===== src/rtl/wishbone_master_if.sv =====
// Wishbone classic bus bundle between one initiator and the SoC responders.
// The master drives cycle/strobe/address/data; the slave returns read data and terminations.
interface wishbone_master_if;
    logic        cyc_o;
    logic        stb_o;
    logic        we_o;
    logic [31:0] adr_o;
    logic [3:0]  sel_o;
    logic [31:0] dat_o;
    logic [31:0] dat_i;
    logic        ack_i;
    logic        err_i;
    logic        rty_i;

    modport master (
        output cyc_o, stb_o, we_o, adr_o, sel_o, dat_o,
        input  dat_i, ack_i, err_i, rty_i
    );

    modport slave (
        input  cyc_o, stb_o, we_o, adr_o, sel_o, dat_o,
        output dat_i, ack_i, err_i, rty_i
    );
endinterface


===== src/rtl/wishbone_master.sv =====
// Wishbone classic single-transfer initiator (err > ack > rty, bounded retries); WISHBONE_MASTER_TIMEOUT_EN adds a BUS timeout.
// Latency: request accepted at edge N, cyc/stb after N, response valid after the edge that samples the termination.
// Backpressure: req_ready_o only in IDLE; the response is held until resp_ready_i, so one transfer is outstanding.
module wishbone_master #(
    parameter int MAX_RETRIES    = 3,
    parameter int TIMEOUT_CYCLES = 255
) (
    input  logic              clk_i,
    input  logic              rst_i,
    input  logic              req_valid_i,
    output logic              req_ready_o,
    input  logic [31:0]       req_addr_i,
    input  logic              req_we_i,
    input  logic [3:0]        req_sel_i,
    input  logic [31:0]       req_wdata_i,
    output logic              resp_valid_o,
    input  logic              resp_ready_i,
    output logic [31:0]       resp_rdata_o,
    output logic              resp_err_o,
    wishbone_master_if.master wb
);
    localparam int RW = (MAX_RETRIES > 0) ? $clog2(MAX_RETRIES + 1) : 1;
    localparam logic [RW-1:0] RETRY_LAST = RW'(MAX_RETRIES);

    generate
        if (MAX_RETRIES < 0 || TIMEOUT_CYCLES < 1) begin : g_param_check
            $error("wishbone_master: MAX_RETRIES must be >= 0 and TIMEOUT_CYCLES >= 1");
        end
    endgenerate

    typedef enum logic [1:0] {IDLE, BUS, BACKOFF, RESP} state_t;

    state_t        state;
    logic [RW-1:0] retry_cnt;
    logic          tmo_hit;
    logic          bus_fail;

`ifdef WISHBONE_MASTER_TIMEOUT_EN
    localparam int TW = $clog2(TIMEOUT_CYCLES + 1);
    localparam logic [TW-1:0] TMO_LAST = TW'(TIMEOUT_CYCLES - 1);

    logic [TW-1:0] tmo_cnt;

    // Held at zero outside BUS, so every entry (including from BACKOFF) restarts the count.
    always_ff @(posedge clk_i or posedge rst_i) begin
        if (rst_i) begin
            tmo_cnt <= '0;
        end else if (state != BUS) begin
            tmo_cnt <= '0;
        end else begin
            tmo_cnt <= tmo_cnt + 1'b1;
        end
    end

    assign tmo_hit = (tmo_cnt == TMO_LAST);
`else
    assign tmo_hit = 1'b0;
`endif

    // Error outcomes: explicit err, rty with retries spent, or timeout when nothing terminated.
    assign bus_fail = wb.err_i
                    | (~wb.ack_i &  wb.rty_i & (retry_cnt == RETRY_LAST))
                    | (~wb.ack_i & ~wb.rty_i & tmo_hit);

    always_ff @(posedge clk_i or posedge rst_i) begin
        if (rst_i) begin
            state        <= IDLE;
            req_ready_o  <= 1'b1;
            resp_valid_o <= 1'b0;
            resp_err_o   <= 1'b0;
            resp_rdata_o <= '0;
            retry_cnt    <= '0;
            wb.cyc_o     <= 1'b0;
            wb.stb_o     <= 1'b0;
            wb.we_o      <= 1'b0;
            wb.adr_o     <= '0;
            wb.sel_o     <= '0;
            wb.dat_o     <= '0;
        end else begin
            case (state)
                IDLE: begin
                    if (req_valid_i) begin
                        wb.adr_o    <= req_addr_i;
                        wb.we_o     <= req_we_i;
                        wb.sel_o    <= req_sel_i;
                        wb.dat_o    <= req_wdata_i;
                        wb.cyc_o    <= 1'b1;
                        wb.stb_o    <= 1'b1;
                        retry_cnt   <= '0;
                        req_ready_o <= 1'b0;
                        state       <= BUS;
                    end
                end
                BUS: begin
                    if (bus_fail) begin
                        wb.cyc_o     <= 1'b0;
                        wb.stb_o     <= 1'b0;
                        resp_err_o   <= 1'b1;
                        resp_rdata_o <= '0;
                        resp_valid_o <= 1'b1;
                        state        <= RESP;
                    end else if (wb.ack_i) begin
                        wb.cyc_o     <= 1'b0;
                        wb.stb_o     <= 1'b0;
                        resp_err_o   <= 1'b0;
                        resp_rdata_o <= wb.we_o ? 32'h0 : wb.dat_i;
                        resp_valid_o <= 1'b1;
                        state        <= RESP;
                    end else if (wb.rty_i) begin
                        wb.cyc_o  <= 1'b0;
                        wb.stb_o  <= 1'b0;
                        retry_cnt <= retry_cnt + 1'b1;
                        state     <= BACKOFF;
                    end
                end
                BACKOFF: begin
                    wb.cyc_o <= 1'b1;
                    wb.stb_o <= 1'b1;
                    state    <= BUS;
                end
                RESP: begin
                    if (resp_ready_i) begin
                        resp_valid_o <= 1'b0;
                        req_ready_o  <= 1'b1;
                        state        <= IDLE;
                    end
                end
                default: begin
                    state <= IDLE;
                end
            endcase
        end
    end
endmodule

===== src/flat_wrapper.sv =====
// flat-port wrapper written by rule: the top's interface ports become plain ports
module wishbone_master_flat 
#(
    parameter int MAX_RETRIES    = 3,
    parameter int TIMEOUT_CYCLES = 255
)
  (clk_i, rst_i, req_valid_i, req_ready_o, req_addr_i, req_we_i, req_sel_i, req_wdata_i, resp_valid_o, resp_ready_i, resp_rdata_o, resp_err_o, wb_cyc_o, wb_stb_o, wb_we_o, wb_adr_o, wb_sel_o, wb_dat_o, wb_dat_i, wb_ack_i, wb_err_i, wb_rty_i);
  wishbone_master_if wb_i ();
  input  logic clk_i;
  input  logic rst_i;
  input  logic req_valid_i;
  output logic req_ready_o;
  input  logic [31:0] req_addr_i;
  input  logic req_we_i;
  input  logic [3:0] req_sel_i;
  input  logic [31:0] req_wdata_i;
  output logic resp_valid_o;
  input  logic resp_ready_i;
  output logic [31:0] resp_rdata_o;
  output logic resp_err_o;
  output wire logic [$bits(wb_i.cyc_o)-1:0] wb_cyc_o;
  output wire logic [$bits(wb_i.stb_o)-1:0] wb_stb_o;
  output wire logic [$bits(wb_i.we_o)-1:0] wb_we_o;
  output wire logic [$bits(wb_i.adr_o)-1:0] wb_adr_o;
  output wire logic [$bits(wb_i.sel_o)-1:0] wb_sel_o;
  output wire logic [$bits(wb_i.dat_o)-1:0] wb_dat_o;
  input wire logic [$bits(wb_i.dat_i)-1:0] wb_dat_i;
  input wire logic [$bits(wb_i.ack_i)-1:0] wb_ack_i;
  input wire logic [$bits(wb_i.err_i)-1:0] wb_err_i;
  input wire logic [$bits(wb_i.rty_i)-1:0] wb_rty_i;
  assign wb_cyc_o = wb_i.cyc_o;
  assign wb_stb_o = wb_i.stb_o;
  assign wb_we_o = wb_i.we_o;
  assign wb_adr_o = wb_i.adr_o;
  assign wb_sel_o = wb_i.sel_o;
  assign wb_dat_o = wb_i.dat_o;
  assign wb_i.dat_i = wb_dat_i;
  assign wb_i.ack_i = wb_ack_i;
  assign wb_i.err_i = wb_err_i;
  assign wb_i.rty_i = wb_rty_i;
  wishbone_master #(.MAX_RETRIES(MAX_RETRIES), .TIMEOUT_CYCLES(TIMEOUT_CYCLES)) u_core (.clk_i(clk_i), .rst_i(rst_i), .req_valid_i(req_valid_i), .req_ready_o(req_ready_o), .req_addr_i(req_addr_i), .req_we_i(req_we_i), .req_sel_i(req_sel_i), .req_wdata_i(req_wdata_i), .resp_valid_o(resp_valid_o), .resp_ready_i(resp_ready_i), .resp_rdata_o(resp_rdata_o), .resp_err_o(resp_err_o), .wb(wb_i));
endmodule

===== config.mk =====
export PLATFORM = sky130hd
export DESIGN_NAME = wishbone_master_flat
export DESIGN_NICKNAME = d
export VERILOG_FILES = /design/src/rtl/wishbone_master_if.sv /design/src/rtl/wishbone_master.sv /design/src/flat_wrapper.sv
export SDC_FILE = /design/constraint.sdc
export NUM_CORES = 1
export LEC_CHECK = 0
export CORE_UTILIZATION = 25
export CTS_CLUSTER_SIZE = 25
export DETAILED_ROUTE_END_ITERATION = 10
export GPL_TIMING_DRIVEN = 0
export SLEW_MARGIN = 10
export SYNTH_ARGS = -nofsm -noshare
export SYNTH_HDL_FRONTEND = slang
export SYNTH_SLANG_ARGS = --single-unit

===== constraint.sdc =====
create_clock -name clk_i -period 4.1 [get_ports clk_i]
set_input_delay 0.82 -clock clk_i [delete_from_list [all_inputs] [get_ports clk_i]]
set_output_delay 0.82 -clock clk_i [all_outputs]
set_load 0.05 [all_outputs]

==> metrics.yaml, run 1 <==
yosys:
  syn-num-nets: 371
  syn_inst: 262
  yosys.area.top_type: "sky130_fd_sc_hd__dfrtp_1"
  yosys.cell_types.count: 27
  synth.yosys.seq_area_share: 0.655
  synth_area_leaders: "sky130_fd_sc_hd__dfrtp_1 (65%), sky130_fd_sc_hd__mux2_2 (15%), sky130_fd_sc_hd__a22o_1 (6.7%), sky130_fd_sc_hd__mux2_1 (3.2%), sky130_fd_sc_hd__buf_6 (1.9%)"
  most_frequent_cell_after_synthesis: "sky130_fd_sc_hd__dfrtp_1"
  synth_top_flop_cell: "sky130_fd_sc_hd__dfrtp_1"
  synth.top_cell.area_share: 0.648
  synth_top_cells_by_count: "sky130_fd_sc_hd__dfrtp_1 (108), sky130_fd_sc_hd__mux2_2 (57), sky130_fd_sc_hd__a22o_1 (32)"
  yosys_register_bits: 109
  synth_edf_count: 0
  syn_area_um2: 4170
  synth.yosys.warnings: 0
  synthArstFlopShare: 1.00
  avgSynthCellArea_um2: 15.9
clock_tree:
  insertion_delay_ps: 340
  clock_path_buffers: 2
  clock-sinks: 109
  cts_root_buf: "sky130_fd_sc_hd__clkbuf_16"
  hold_fix_buffers_at_cts: 0
  worst_setup_hold_path_clk_slew_ps: 70
  cts_inserted_buffers: 9
  post_cts_resized: 0
  cts.htree.levels: 3
  post_cts_setup_repair_buffer_count: 0
  cts_tree: "built"
detailed_routing:
  wirelength_um: 10600
  drtAntennaViolNets: 0
  average_vias_per_placed_instance: 4.27
  dr_total_vias: 3021
  wire_per_inst_um: 14.9
  detail_route.iter0.violations: 66
  detailedRoute.firstPassIterationCount: 4
  route.detailed.drc: 0
cells_and_area:
  post_route_cells_drive_above_1_share: 0.187
  postLayoutCellArea_um2: 6880
  insertedDiodeCount: 0
  layout.nets: 596
  area_taken_by_multi_input_logic_gates_um2: 1290
  final.fill_count: 1446
  seqCellArea_um2: 2730
  final_util: 0.429
  area_delta_synth_final_pct: 65.1
place:
  finalWeightedCongestion: 0.790
  area_post_placement_um2: 6600
  detailedPlacementHpwl_um: 7850
  io_buffers: 213
worst_setup_path:
  crit_path_max_incr_delay_ps: 820
  critical_path_buf_inv_count: 1
  crit_required_ps: 3280
  cp-end-kind: "primary output"
  critPathLaunchType: "register"
  cp_top_family: "buffers and inverters"
  critical-path-slowest-cell: "sky130_fd_sc_hd__clkdlybuf4s50_1"
  worst_ep_arrival_time_ps: 1710
  critical_path_class: "reg -> out"
  timing.critical_path.fanout_max: 3
  crit_chain: "clkdlybuf4s50_1"
power:
  peakVddDrop_mv: 0.475
  p_total_mw: 6.43
  power.density_nw_per_um2: 935
  total_leakage_power_nw: 2.86
grt:
  grt_max_degree: 59
  gr-total-overflow: 0
  grt_pass1_vias: 3263
  antenna_found_initial: 0
  gr-usage-all-layers: 0.125
  grt_pass1_wl_um: 17000
sta:
  slew_headroom: 0.577
  rsz0062_at_grt: "no"
  timing.hold.ws_ps: 488
  timing.final.setup_violations: 0
  period_share: 0.616
  setup_tns_ps: 0
  worst_slew_pin_slew_ps: 634
  drv_slew: 0
  finClkSkew_ps: 7.40
  total_count_of_hold_check_failures_in_the_final_report: 0
  max_freq_ghz: 0.396
  fin_crit_ps: 2530
floorplanning:
  core_um2: 16100
  dieHeight_um: 131
  die_x_um: 131
  io-pin-count: 214
  starting_utilization_of_the_core_area: 0.260
  fp.dieArea_um2: 17200
  placement_rows: 46
hold_path:
  min-delay-path-class: "reg -> reg"
run_status:
  outcome: "finished, final reports clean"
run:
  drv_cap: 0
worst paths after layout:
kind / cells after the start / end / start / slack, ps
setup / recovery: 1 / req_ready_o / u_core.req_ready_o / 1570
hold / removal: 1 / u_core.wb.dat_o[26] / u_core.wb.dat_o[26] / 490
setup reg to reg: 4 / u_core.wb.adr_o[23] / u_core.state[1] / 2290
hold reg to reg: 1 / u_core.wb.dat_o[26] / u_core.wb.dat_o[26] / 490
max in group asynchronous: 3 / u_core.wb.adr_o[31] / rst_i / 2560
min in group asynchronous: 2 / u_core.resp_rdata_o[13] / rst_i / 880
power breakdown:
part | switching, mW | internal (mW) | leakage (nW)
combinational | 2.35 | 1.40 | 1.38
clock | 0.382 | 0.445 | 0.132
sequential | 0.268 | 1.58 | 1.35
layer usage:
layer	GRT usage	wire length (um)
met1	0.159	4700
met2	0.197	4920
met3	0.0367	725
met4	0.0562	221
met5	0	0
state kept, by name, indices dropped and copies added (netlist names):
register	count
u_core.wb.we_o	1
u_core.req_ready_o	1
u_core.retry_cnt	2
u_core.resp_err_o	1
u_core.wb.sel_o	4
u_core.wb.cyc_o	1
u_core.wb.adr_o	32
u_core.resp_rdata_o	32
u_core.wb.dat_o	32
u_core.state	2
u_core.resp_valid_o	1
placed cells by master, fill, tap and decap left out, types with 2 or more instances in the layout:
| cell | count |
|---|---|
| sky130_fd_sc_hd__clkdlybuf4s50_1 | 213 |
| sky130_fd_sc_hd__dfrtp_1 | 108 |
| sky130_fd_sc_hd__mux2_2 | 57 |
| sky130_fd_sc_hd__a22o_1 | 32 |
| sky130_fd_sc_hd__mux2_1 | 12 |
| sky130_fd_sc_hd__clkbuf_16 | 9 |
| sky130_fd_sc_hd__buf_6 | 7 |
| sky130_fd_sc_hd__a21oi_1 | 7 |
| sky130_fd_sc_hd__buf_4 | 6 |
| sky130_fd_sc_hd__nand2_1 | 5 |
| sky130_fd_sc_hd__buf_2 | 3 |
| sky130_fd_sc_hd__nand2b_1 | 3 |
| sky130_fd_sc_hd__nor3_1 | 2 |
| sky130_fd_sc_hd__nor2_1 | 2 |
| sky130_fd_sc_hd__o2bb2ai_1 | 2 |
| sky130_fd_sc_hd__o21ai_0 | 2 |
| sky130_fd_sc_hd__clkbuf_8 | 2 |
| sky130_fd_sc_hd__clkinvlp_4 | 2 |
| sky130_fd_sc_hd__clkbuf_1 | 2 |
layout make-up:
class / instances / area share
inverters: 2 / 0.00182
repair buffers: 214 / 0.314
plain buffers: 16 / 0.0202
well taps: 216 / 0.0393
clock inverters: 3 / 0.00291
flip-flops and latches: 109 / 0.396
clock buffers: 13 / 0.0378
multi-input cells: 135 / 0.188
cells by family after synthesis:
logic type	synth area share
adders and majority gates	0.00300
muxes	0.189
AOI/OAI and AO/OA	0.0898
and+or+nand+nor	0.0285
DFF	0.655
buffers and inverters	0.0351
metrics by stage:
step	setup WS, ps	instances
6_report	1570	708
5_1_grt	1530	708
2_1_floorplan	408	262
4_1_cts	1550	708
3_5_place_dp	1360	692
3_3_place_gp	-1170	691
(Power assumes the default switching activity.)
==> inputs of run 2 (changes only) <==
==> constraint.sdc (replaced) <==
create_clock -name clk_i -period 2.37 [get_ports clk_i]
set_input_delay 0.474 -clock clk_i [delete_from_list [all_inputs] [get_ports clk_i]]
set_output_delay 0.474 -clock clk_i [all_outputs]
set_load 0.05 [all_outputs]
==> run 2 against run 1 <==
Net effect: worst hold slack got worse by 95 ps; clock skew fell by 3.0 ps; sequential power rose by 74%; power rose by 75%; sequential share of layout area fell by 0.31 points; setup slack got worse by 1400 ps; critical endpoint unchanged; largest power group unchanged; first-iteration DRC count rose by 26%.
==> metrics.yaml, run 2 (synthesized netlist as in run 1, its figures left out) <==
run_status:
  outcome: "finished, final reports clean"  # unchanged
detailed_routing:
  drtAntennaViolNets: 0  # unchanged
  detailedRoute.firstPassIterationCount: 4  # unchanged
  dr_total_vias: 3053  # was 3,021
  average_vias_per_placed_instance: 4.30  # was 4.27
  wirelength_um: 10700  # was 10,600 um
  wire_per_inst_um: 15.0  # was 14.9 um
  detail_route.iter0.violations: 83  # was 66
  route.detailed.drc: 0  # unchanged
grt:
  grt_max_degree: 37  # was 59
  antenna_found_initial: 0  # unchanged
  grt_pass1_wl_um: 17300  # was 17,000 um
  gr-total-overflow: 0  # unchanged
  grt_pass1_vias: 3274  # was 3,263
  gr-usage-all-layers: 0.128  # was 0.125
sta:
  fin_crit_ps: 2180
  rsz0062_at_grt: "no"  # unchanged
  max_freq_ghz: 0.459
  timing.final.ws_setup_ps: 189  # was 1570 ps
  period_share: 0.920
  timing.final.setup_violations: 0  # unchanged
  finClkSkew_ps: 4.42  # was 7.40 ps
  slew_headroom: 0.585  # was 0.577
  drv_slew: 0  # unchanged
  worst_slew_pin_slew_ps: 622  # was 634 ps
  total_count_of_hold_check_failures_in_the_final_report: 0  # unchanged
worst_setup_path:
  critPathLaunchType: "register"  # unchanged
  cp-end-kind: "primary output"  # unchanged
  worst_ep_arrival_time_ps: 1710  # about the same
  crit_path_max_incr_delay_ps: 820  # about the same
  cp_top_family: "buffers and inverters"  # unchanged
  crit_required_ps: 1900  # was 3280 ps
  critical-path-slowest-cell: "sky130_fd_sc_hd__clkdlybuf4s50_1"  # unchanged
  critical_path_class: "reg -> out"  # unchanged
  timing.critical_path.fanout_max: 3  # unchanged
  critical_path_buf_inv_count: 1  # unchanged
  crit_chain: "clkdlybuf4s50_1"  # unchanged
power:
  peakVddDrop_mv: 0.919  # was 0.475 mV
  pwr-share-clk: 0.135  # was 0.129
  pwr-share-comb: 0.580  # was 0.584
  power.density_nw_per_um2: 1620  # was 935 nW/um2
  net-switching-power_mw: 5.22  # was 3.00 mW
  power.share.switching: 0.464  # was 0.467
  seq_power_share: 0.285  # was 0.287
  p_int_mw: 6.02  # was 3.43 mW
  p_total_mw: 11.2  # was 6.43 mW
  total_leakage_power_nw: 2.88  # was 2.86 nW
clock_tree:
  cts_inserted_buffers: 9  # unchanged
  cts_tree: "built"  # unchanged
  clock_path_buffers: 2  # unchanged
  cts.htree.levels: 3  # unchanged
  cts_root_buf: "sky130_fd_sc_hd__clkbuf_16"  # unchanged
  worst_setup_hold_path_clk_slew_ps: 70  # about the same
  post_cts_resized: 0  # unchanged
  insertion_delay_ps: 350  # was 340 ps
  post_cts_setup_repair_buffer_count: 0  # unchanged
  hold_fix_buffers_at_cts: 0  # unchanged
  clock-sinks: 109  # unchanged
cells_and_area:
  layout.cells.most_common: "sky130_fd_sc_hd__clkdlybuf4s50_1"  # unchanged
  insertedDiodeCount: 0  # unchanged
  layout.nets: 598  # was 596
  final.fill_count: 1426  # was 1,446
  layout.cells.most_common_list: "sky130_fd_sc_hd__clkdlybuf4s50_1 (213), sky130_fd_sc_hd__dfrtp_1 (108), sky130_fd_sc_hd__mux2_2 (57), sky130_fd_sc_hd__a22o_1 (32), sky130_fd_sc_hd__mux2_1 (12)"  # unchanged
  post_route_cells_drive_above_1_share: 0.192  # was 0.187
  area_delta_synth_final_pct: 66.4  # was 65.1%
  layout.cells.non_filler: 710  # was 708
  biggestRegsByFlops: "u_core.resp_rdata_o (32), u_core.wb.adr_o (32), u_core.wb.dat_o (32)"  # unchanged
place:
  post-place-ws_ps: 8.89  # was 1360 ps
  placedCellCount: 694  # was 692
  detailedPlacementHpwl_um: 7950  # was 7850 um
  finalWeightedCongestion: 0.784  # was 0.790
  io_buffers: 213  # unchanged
floorplanning:
  core_um2: 16100  # unchanged
  placement_rows: 46  # unchanged
  starting_utilization_of_the_core_area: 0.260  # unchanged
  fp.dieArea_um2: 17200  # unchanged
  io-pin-count: 214  # unchanged
  die_x_um: 131  # unchanged
  dieHeight_um: 131  # unchanged
run:
  drv_cap: 0  # unchanged
hold_path:
  min-delay-path-class: "in -> async"  # was reg -> reg
run 2: power groups by stage:
stage | clock, mW | combinational, mW | sequential (mW)
6_report | 1.52 | 6.52 | 3.21
5_1_grt | 1.66 | 6.77 | 3.34
4_1_cts | 1.59 | 6.58 | 3.22
3_5_place_dp | 0 | 6.57 | 3.23
3_3_place_gp | 0 | 6.51 | 3.20
2_1_floorplan | 0 | 1.35 | 6.15
run 2: worst paths after layout:
check	startpoint	end	slack (ps)	cells after the start
worst max-delay path	u_core.req_ready_o	req_ready_o	190	1
worst min-delay path	rst_i	u_core.resp_rdata_o[15]	390	2
worst max register to register	u_core.state[0]	u_core.wb.dat_o[14]	570	4
worst min register to register	u_core.wb.dat_o[24]	u_core.wb.dat_o[24]	490	1
max in group asynchronous	rst_i	u_core.wb.adr_o[15]	1300	4
min in group clk_i	u_core.wb.dat_o[24]	u_core.wb.dat_o[24]	490	1
run 2: layout make-up:
cell class / count / area [um2] / area share
Buffer: 16 / 139 / 0.0200
Tap cell: 216 / 270 / 0.0390
Inverter: 2 / 11.3 / 0.00162
Clock buffer: 11 / 243 / 0.0350
Timing Repair Buffer: 216 / 2190 / 0.316
Clock inverter: 5 / 60.1 / 0.00866
Multi-Input combinational cell: 135 / 1290 / 0.186
Sequential cell: 109 / 2730 / 0.393
run 2: layer usage:
layer  vias to the layer above  part of all wire  track usage
li1                       1403                 -            -
met1                      1506              0.42        0.155
met2                       133              0.49        0.212
met3                        11             0.075       0.0436
met4                         0             0.014       0.0431
met5                         -                 0            0
run 2: per-stage QoR:
stage	area (um2)	TNS, ps	util	hold slack [ps]
2_1_floorplan	4170	0	-	482
3_3_place_gp	6570	-54460	0.409	470
3_5_place_dp	6630	0	0.413	478
4_1_cts	6940	0	0.432	377
5_1_grt	6940	0	0.432	394
6_report	6940	0	0.432	393
==> inputs of run 3 (changes only) <==
--- a/config.mk
+++ b/config.mk
@@ -5,6 +5,8 @@
 export SDC_FILE = /design/constraint.sdc
 export NUM_CORES = 1
 export LEC_CHECK = 0
+export ABC_AREA = 1
+export CORE_ASPECT_RATIO = 0.75
 export CORE_UTILIZATION = 25
 export CTS_CLUSTER_SIZE = 25
 export DETAILED_ROUTE_END_ITERATION = 10
==> run 3 against run 2 <==
Net effect: via count is 27% higher; cell count is 32% higher; area after synthesis is 2.9% higher; clock-buffer cell count is 1 lower; register-to-register slack better by 200 ps; clock skew is 4.0 ps higher; power is 1.1% lower; sequential power is 1% lower; maximum frequency is 0.58% higher; routed wire length is 19% higher; sequential share of layout area is 0.60 points lower; global-route usage is 2.2 points higher.
==> metrics.yaml, run 3 <==
floorplanning:
  placement_rows: 41  # was 46
  starting_utilization_of_the_core_area: 0.256  # was 0.260
  io-pin-count: 214  # unchanged
  core_um2: 16800  # was 16,100 um2
  dieHeight_um: 115  # was 131 um
  fp.dieArea_um2: 17700  # was 17,200 um2
  die_x_um: 153  # was 131 um
yosys:
  yosys.cell_types.count: 22  # was 27
  synth_top_family_by_area: "simple AND/OR/NAND/NOR gates"  # was multiplexers
  synth.yosys.seq_area_share: 0.636  # was 0.655
  syn_area_um2: 4290  # was 4170 um2
  synth-simple-area-share: 0.277  # was 0.0285
  synth.top_cell.area_share: 0.630  # was 0.648
  synth_edf_count: 0  # unchanged
  synth_compound_gate_area_share: 0.0432  # was 0.0898
  yosys.area.top_type: "sky130_fd_sc_hd__dfrtp_1"  # unchanged
  synth-adder-area-share: 0.00292  # was 0.00300
  synth_top_cells_by_count: "sky130_fd_sc_hd__nand2_1 (295), sky130_fd_sc_hd__dfrtp_1 (108), sky130_fd_sc_hd__o21ai_1 (32)"  # was sky130_fd_sc_hd__dfrtp_1 (108), sky130_fd_sc_hd__mux2_2 (57), sky130_fd_sc_hd__a22o_1 (32)
  syn_inst: 491  # was 262
  synthMuxAreaShare: 0  # was 0.189
  synthArstFlopShare: 1.00  # unchanged
  synth_xor_area_frac: 0  # unchanged
  synth_area_leaders: "sky130_fd_sc_hd__dfrtp_1 (63%), sky130_fd_sc_hd__nand2_1 (26%), sky130_fd_sc_hd__o21ai_1 (3.7%), sky130_fd_sc_hd__buf_2 (1.3%), sky130_fd_sc_hd__clkbuf_1 (0.88%)"  # was sky130_fd_sc_hd__dfrtp_1 (65%), sky130_fd_sc_hd__mux2_2 (15%), sky130_fd_sc_hd__a22o_1 (6.7%), sky130_fd_sc_hd__mux2_1 (3.2%), sky130_fd_sc_hd__buf_6 (1.9%)
  synth.yosys.warnings: 0  # unchanged
  synth_top_flop_cell: "sky130_fd_sc_hd__dfrtp_1"  # unchanged
  yosys_register_bits: 109  # unchanged
  syn-num-nets: 600  # was 371
  most_frequent_cell_after_synthesis: "sky130_fd_sc_hd__nand2_1"  # was sky130_fd_sc_hd__dfrtp_1
  avgSynthCellArea_um2: 8.74  # was 15.9 um2
worst_setup_path:
  timing.critical_path.fanout_max: 2  # was 3
  timing.reg2reg.worst_path_depth: 7  # was 4
  reg2reg_to: "u_core.resp_rdata_o[11]"  # was u_core.wb.dat_o[14]
  startpoint: "u_core.req_ready_o"  # unchanged
  critical-path-slowest-cell: "sky130_fd_sc_hd__clkdlybuf4s50_1"  # unchanged
  crit_required_ps: 1900  # about the same
  worst_ep_arrival_time_ps: 1690  # was 1710 ps
  crit_path_max_incr_delay_ps: 820  # about the same
  crit-reg2reg-launch: "u_core.retry_cnt[0]"  # was u_core.state[0]
  critical_path_buf_inv_count: 1  # unchanged
  crit_chain: "clkdlybuf4s50_1"  # unchanged
  cp_top_family: "buffers and inverters"  # unchanged
  critical_path_class: "reg -> out"  # unchanged
  critPathLaunchType: "register"  # unchanged
  cp-end-kind: "primary output"  # unchanged
  reg2reg_slack_ps: 770  # was 570 ps
place:
  io_buffers: 213  # unchanged
  finalWeightedCongestion: 0.726  # was 0.784
  placedCellCount: 922  # was 694
  post-place-ws_ps: 347  # was 8.89 ps
  detailedPlacementHpwl_um: 9270  # was 7950 um
  area_post_placement_um2: 6760  # was 6630 um2
sta:
  worst_slew_pin_slew_ps: 607  # was 622 ps
  slew_headroom: 0.594  # was 0.585
  max_freq_ghz: 0.461  # was 0.459 GHz
  rsz0062_at_grt: "no"  # unchanged
  timing.final.ws_setup_ps: 202  # was 189 ps
  drv_slew: 0  # unchanged
  period_share: 0.915  # was 0.920
  fin_crit_ps: 2170  # was 2180 ps
  timing.hold.ws_ps: 477  # was 393 ps
  total_count_of_hold_check_failures_in_the_final_report: 0  # unchanged
  timing.final.setup_violations: 0  # unchanged
  finClkSkew_ps: 8.46  # was 4.42 ps
clock_tree:
  post_cts_setup_repair_buffer_count: 0  # unchanged
  cts_root_buf: "sky130_fd_sc_hd__clkbuf_16"  # unchanged
  clock_path_buffers: 2  # unchanged
  cts_tree: "built"  # unchanged
  worst_setup_hold_path_clk_slew_ps: 70  # about the same
  cts_inserted_buffers: 9  # unchanged
  clock-sinks: 109  # unchanged
  insertion_delay_ps: 360  # was 350 ps
  post_cts_resized: 0  # unchanged
  hold_fix_buffers_at_cts: 0  # unchanged
  cts.htree.levels: 3  # unchanged
power:
  peakVddDrop_mv: 0.808  # was 0.919 mV
  power.density_nw_per_um2: 1580  # was 1620 nW/um2
  total_leakage_power_nw: 3.34  # was 2.88 nW
cells_and_area:
  area_delta_synth_final_pct: 64.2  # was 66.4%
  layout.nets: 827  # was 598
  final_util: 0.420  # was 0.432
  layout.cells.most_common: "sky130_fd_sc_hd__nand2_1"  # was sky130_fd_sc_hd__clkdlybuf4s50_1
  final.fill_count: 1675  # was 1,426
  postLayoutCellArea_um2: 7040  # was 6940 um2
  biggestRegsByFlops: "u_core.resp_rdata_o (32), u_core.wb.adr_o (32), u_core.wb.dat_o (32)"  # unchanged
  insertedDiodeCount: 0  # unchanged
  layout.cells.non_filler: 937  # was 710
  layout.cells.most_common_list: "sky130_fd_sc_hd__nand2_1 (295), sky130_fd_sc_hd__clkdlybuf4s50_1 (213), sky130_fd_sc_hd__dfrtp_1 (108), sky130_fd_sc_hd__o21ai_1 (32), sky130_fd_sc_hd__buf_2 (11)"  # was sky130_fd_sc_hd__clkdlybuf4s50_1 (213), sky130_fd_sc_hd__dfrtp_1 (108), sky130_fd_sc_hd__mux2_2 (57), sky130_fd_sc_hd__a22o_1 (32), sky130_fd_sc_hd__mux2_1 (12)
  post_route_cells_drive_above_1_share: 0.0596  # was 0.192
grt:
  grt_pass1_vias: 3863  # was 3,274
  grt_pass1_wl_um: 20300  # was 17,300 um
  grt_max_degree: 37  # unchanged
  antenna_found_initial: 0  # unchanged
  globalRoute.busiestLayer: "met2"  # unchanged
  gr-total-overflow: 0  # unchanged
  met1_usage: 0.193  # was 0.155
  gr-usage-met3: 0.0617  # was 0.0436
  gr-usage-all-layers: 0.149  # was 0.128
  grt.met2_usage: 0.225  # was 0.212
detailed_routing:
  drtAntennaViolNets: 0  # unchanged
  dr_total_vias: 3870  # was 3,053
  average_vias_per_placed_instance: 4.13  # was 4.30
  detailedRoute.firstPassIterationCount: 4  # unchanged
  wire_per_inst_um: 13.5  # was 15.0 um
  wirelength_um: 12700  # was 10,700 um
  route.detailed.drc: 0  # unchanged
  detail_route.iter0.violations: 200  # was 83
run_status:
  outcome: "finished, final reports clean"  # unchanged
run:
  drv_cap: 0  # unchanged
hold_path:
  hold_path_startpoint: "u_core.wb.adr_o[5]"
  worstHoldEndpoint: "u_core.wb.adr_o[5]"
  min_path_cells: 2
  min-delay-path-class: "reg -> reg"  # was in -> async
[run 3: cell types whose count changed after synthesis, moves of 3 or more]
cell and delta:
sky130_fd_sc_hd__inv_1 +8, sky130_fd_sc_hd__mux2_2 -57, sky130_fd_sc_hd__nand2b_1 -3, sky130_fd_sc_hd__a22o_1 -32, sky130_fd_sc_hd__nand2_1 +290, sky130_fd_sc_hd__buf_4 -3, sky130_fd_sc_hd__o21ai_1 +32, sky130_fd_sc_hd__a21oi_1 -6
sky130_fd_sc_hd__buf_6 -6, sky130_fd_sc_hd__buf_2 +8, sky130_fd_sc_hd__clkbuf_1 +10, sky130_fd_sc_hd__mux2_1 -12
[run 3: area by class of cell]
type | instances | area (um2) | share of cell area
Buffer | 25 | 126 | 0.0179
Sequential cell | 109 | 2730 | 0.387
Inverter | 12 | 51.3 | 0.00728
Multi-Input combinational cell | 345 | 1390 | 0.197
Timing Repair Buffer | 216 | 2200 | 0.312
Tap cell | 215 | 269 | 0.0382
Clock inverter | 5 | 43.8 | 0.00622
Clock buffer | 10 | 239 | 0.0339
[run 3: logic make-up after synthesis]
logic type,Yosys count
flops,109
buf+inv,37
compound gates,37
simple gates,307
fa+ha+maj,1
[run 3: worst max-delay path by stage]
stage / endpoint / depth (start not counted)
6_report: req_ready_o / 1
5_1_grt: req_ready_o / 1
4_1_cts: req_ready_o / 1
3_5_place_dp: u_core.resp_rdata_o[11] / 8
3_3_place_gp: u_core.wb.dat_o[3] / 2
2_1_floorplan: u_core.resp_err_o / 1
[run 3: per-layer routing]
| metal | routed length [um] | vias up |
|---|---|---|
| met5 | 0 | - |
| met4 | 190 | 0 |
| met3 | 1150 | 13 |
| met2 | 5410 | 136 |
| met1 | 5920 | 1766 |
| li1 | - | 1955 |
[run 3: metrics by stage]
stage          setup TNS (ps)  power [mW]
3_5_place_dp                0        9.73
5_1_grt                     0        11.8
3_3_place_gp           -67900        9.69
4_1_cts                     0        11.3
2_1_floorplan               0        7.37
6_report                    0        11.1
[run 3: where the power goes]
group	leakage (nW)	total [mW]	internal (mW)	switching, mW
clock	0.140	1.47	0.750	0.717
sequential	1.38	3.17	2.71	0.470
combinational	1.81	6.47	2.07	4.40
total	3.34	11.1	5.52	5.59
==> RTL change, RTL diff (settings of run 1) <==
`MAX_RETRIES` is set to 3 in 2 places; all go to 6.
--- a/src/rtl/wishbone_master.sv
+++ b/src/rtl/wishbone_master.sv
@@ -4,3 +4,3 @@
 module wishbone_master #(
-    parameter int MAX_RETRIES    = 3,
+    parameter int MAX_RETRIES    = 6,
     parameter int TIMEOUT_CYCLES = 255
--- a/src/flat_wrapper.sv
+++ b/src/flat_wrapper.sv
@@ -3,3 +3,3 @@
 #(
-    parameter int MAX_RETRIES    = 3,
+    parameter int MAX_RETRIES    = 6,
     parameter int TIMEOUT_CYCLES = 255
Formal check against the unedited RTL: not equivalent (Yosys sat finds a counterexample within 10 cycles, from zero or initial values and one cycle with rst_i high).
==> RTL change against run 1 <==
Setup slack worse by 0.0049 ns. Sequential cell count is 1 higher. Clock power is 2% lower. Largest power group unchanged. Synthesized area is 2.6% higher. Synthesized cell count is 6.9% higher. Routed wire length is 8.8% higher. Power is 1.4% higher. Design area is 1.4% higher. Critical endpoint unchanged.
==> RTL change: results (changes against run 1) <==
- The starting DRC count in detailed routing came to 84 (was 66).
- The number of cells traversed by the worst register-to-register path is 6 (was 4).
* Pleak: 0.00290 µW (was 0.00286 µW)
- Slew at the pin closest to its max-slew limit: 0.544 ns (was 0.634 ns)
* Multi-In Gates: 147 (was 135)
- Maximum number of pins on one net before global-route repair: 60 (was 59)
* Per-cell routed wire length: 15.8 µm (was 14.9 µm)
- The via count of the routed design is 3,163 (was 3,021).
- Vias in the first global route: 3,324 (was 3,263)
* Top post-synthesis cells by area: sky130_fd_sc_hd__dfrtp_1 64%, sky130_fd_sc_hd__mux2_2 17%, sky130_fd_sc_hd__a22o_1 6.6% (was sky130_fd_sc_hd__dfrtp_1 65%, sky130_fd_sc_hd__mux2_2 15%, sky130_fd_sc_hd__a22o_1 6.7%)
- Worst reg-to-reg setup slack: 2.33 ns (was 2.29 ns)
- The number of flip-flops and latches in the synthesized netlist was 110 (was 109).
- Number of logic inverters in the finished layout: 5 (was 2)
- Run status: completed (unchanged).
- Synthesized Nets: 390 (was 371)
* Most frequent cells after synthesis: 109 x sky130_fd_sc_hd__dfrtp_1, 66 x sky130_fd_sc_hd__mux2_2, 32 x sky130_fd_sc_hd__a22o_1 (was 108 x sky130_fd_sc_hd__dfrtp_1, 57 x sky130_fd_sc_hd__mux2_2, 32 x sky130_fd_sc_hd__a22o_1)
- The worst-case vdd ir drop was 441 µV (was 475 µV).
- Met3 layer wire length in the routed design: 539 µm (was 725 µm)
- The setup slack after placement was 1.51 ns (was 1.36 ns).
- The detailed-routed wire length on met2 was 6.04 mm (was 4.92 mm).
* Final Skew: 0.00858 ns (was 0.00740 ns)
- The capture instance of the worst register-to-register path was u_core.resp_rdata_o[16] (was u_core.wb.adr_o[23]).
- Met2 demand-to-capacity share in global routing: 22.9% (was 19.7%)
* Number of nets in the finished design: 614 (was 596)
* Met3 usage: 3.37% (was 3.67%)
- Clock buffer cells: 12 (was 13)
- FF/Latch Area: 2750 µm² (was 2730 µm²)
- Layout filler cell count: 1,521 (was 1,446)
* Switching power: 3080 µW (was 3000 µW)
==> RTL change: changes by cell type in the layout (fill, tap and decap cells not counted), sizes merged, moves of 2 or more <==
| cell | before | now |
|---|---|---|
| nand2 | 5 | 7 |
| o221ai | 0 | 3 |
| nand4 | 0 | 2 |
| nor2 | 2 | 5 |
| o2bb2ai | 2 | 0 |
| inv | 2 | 6 |
==> RTL change: cell families (layout without fill, tap and decap cells) <==
kind of cell | after synthesis | in the layout | synth area share [%]
fa+ha+maj | 2 | 2 | 0.585
compound gates | 50 | 50 | 9.68
mux | 69 | 69 | 18.2
simple gates | 26 | 26 | 3.95
buf+inv | 23 | 252 | 3.25
flops | 110 | 110 | 64.4
==> RTL change: per-stage QoR <==
stage	cell area, µm²	hold slack (ns)	total power (µW)	instances
2_1_floorplan	4280	0.583	4410	280
4_1_cts	6980	0.501	6610	729
6_report	6980	0.496	6530	729
3_3_place_gp	6680	0.472	5710	712
5_1_grt	6980	0.518	6830	729
3_5_place_dp	6710	0.485	5770	713
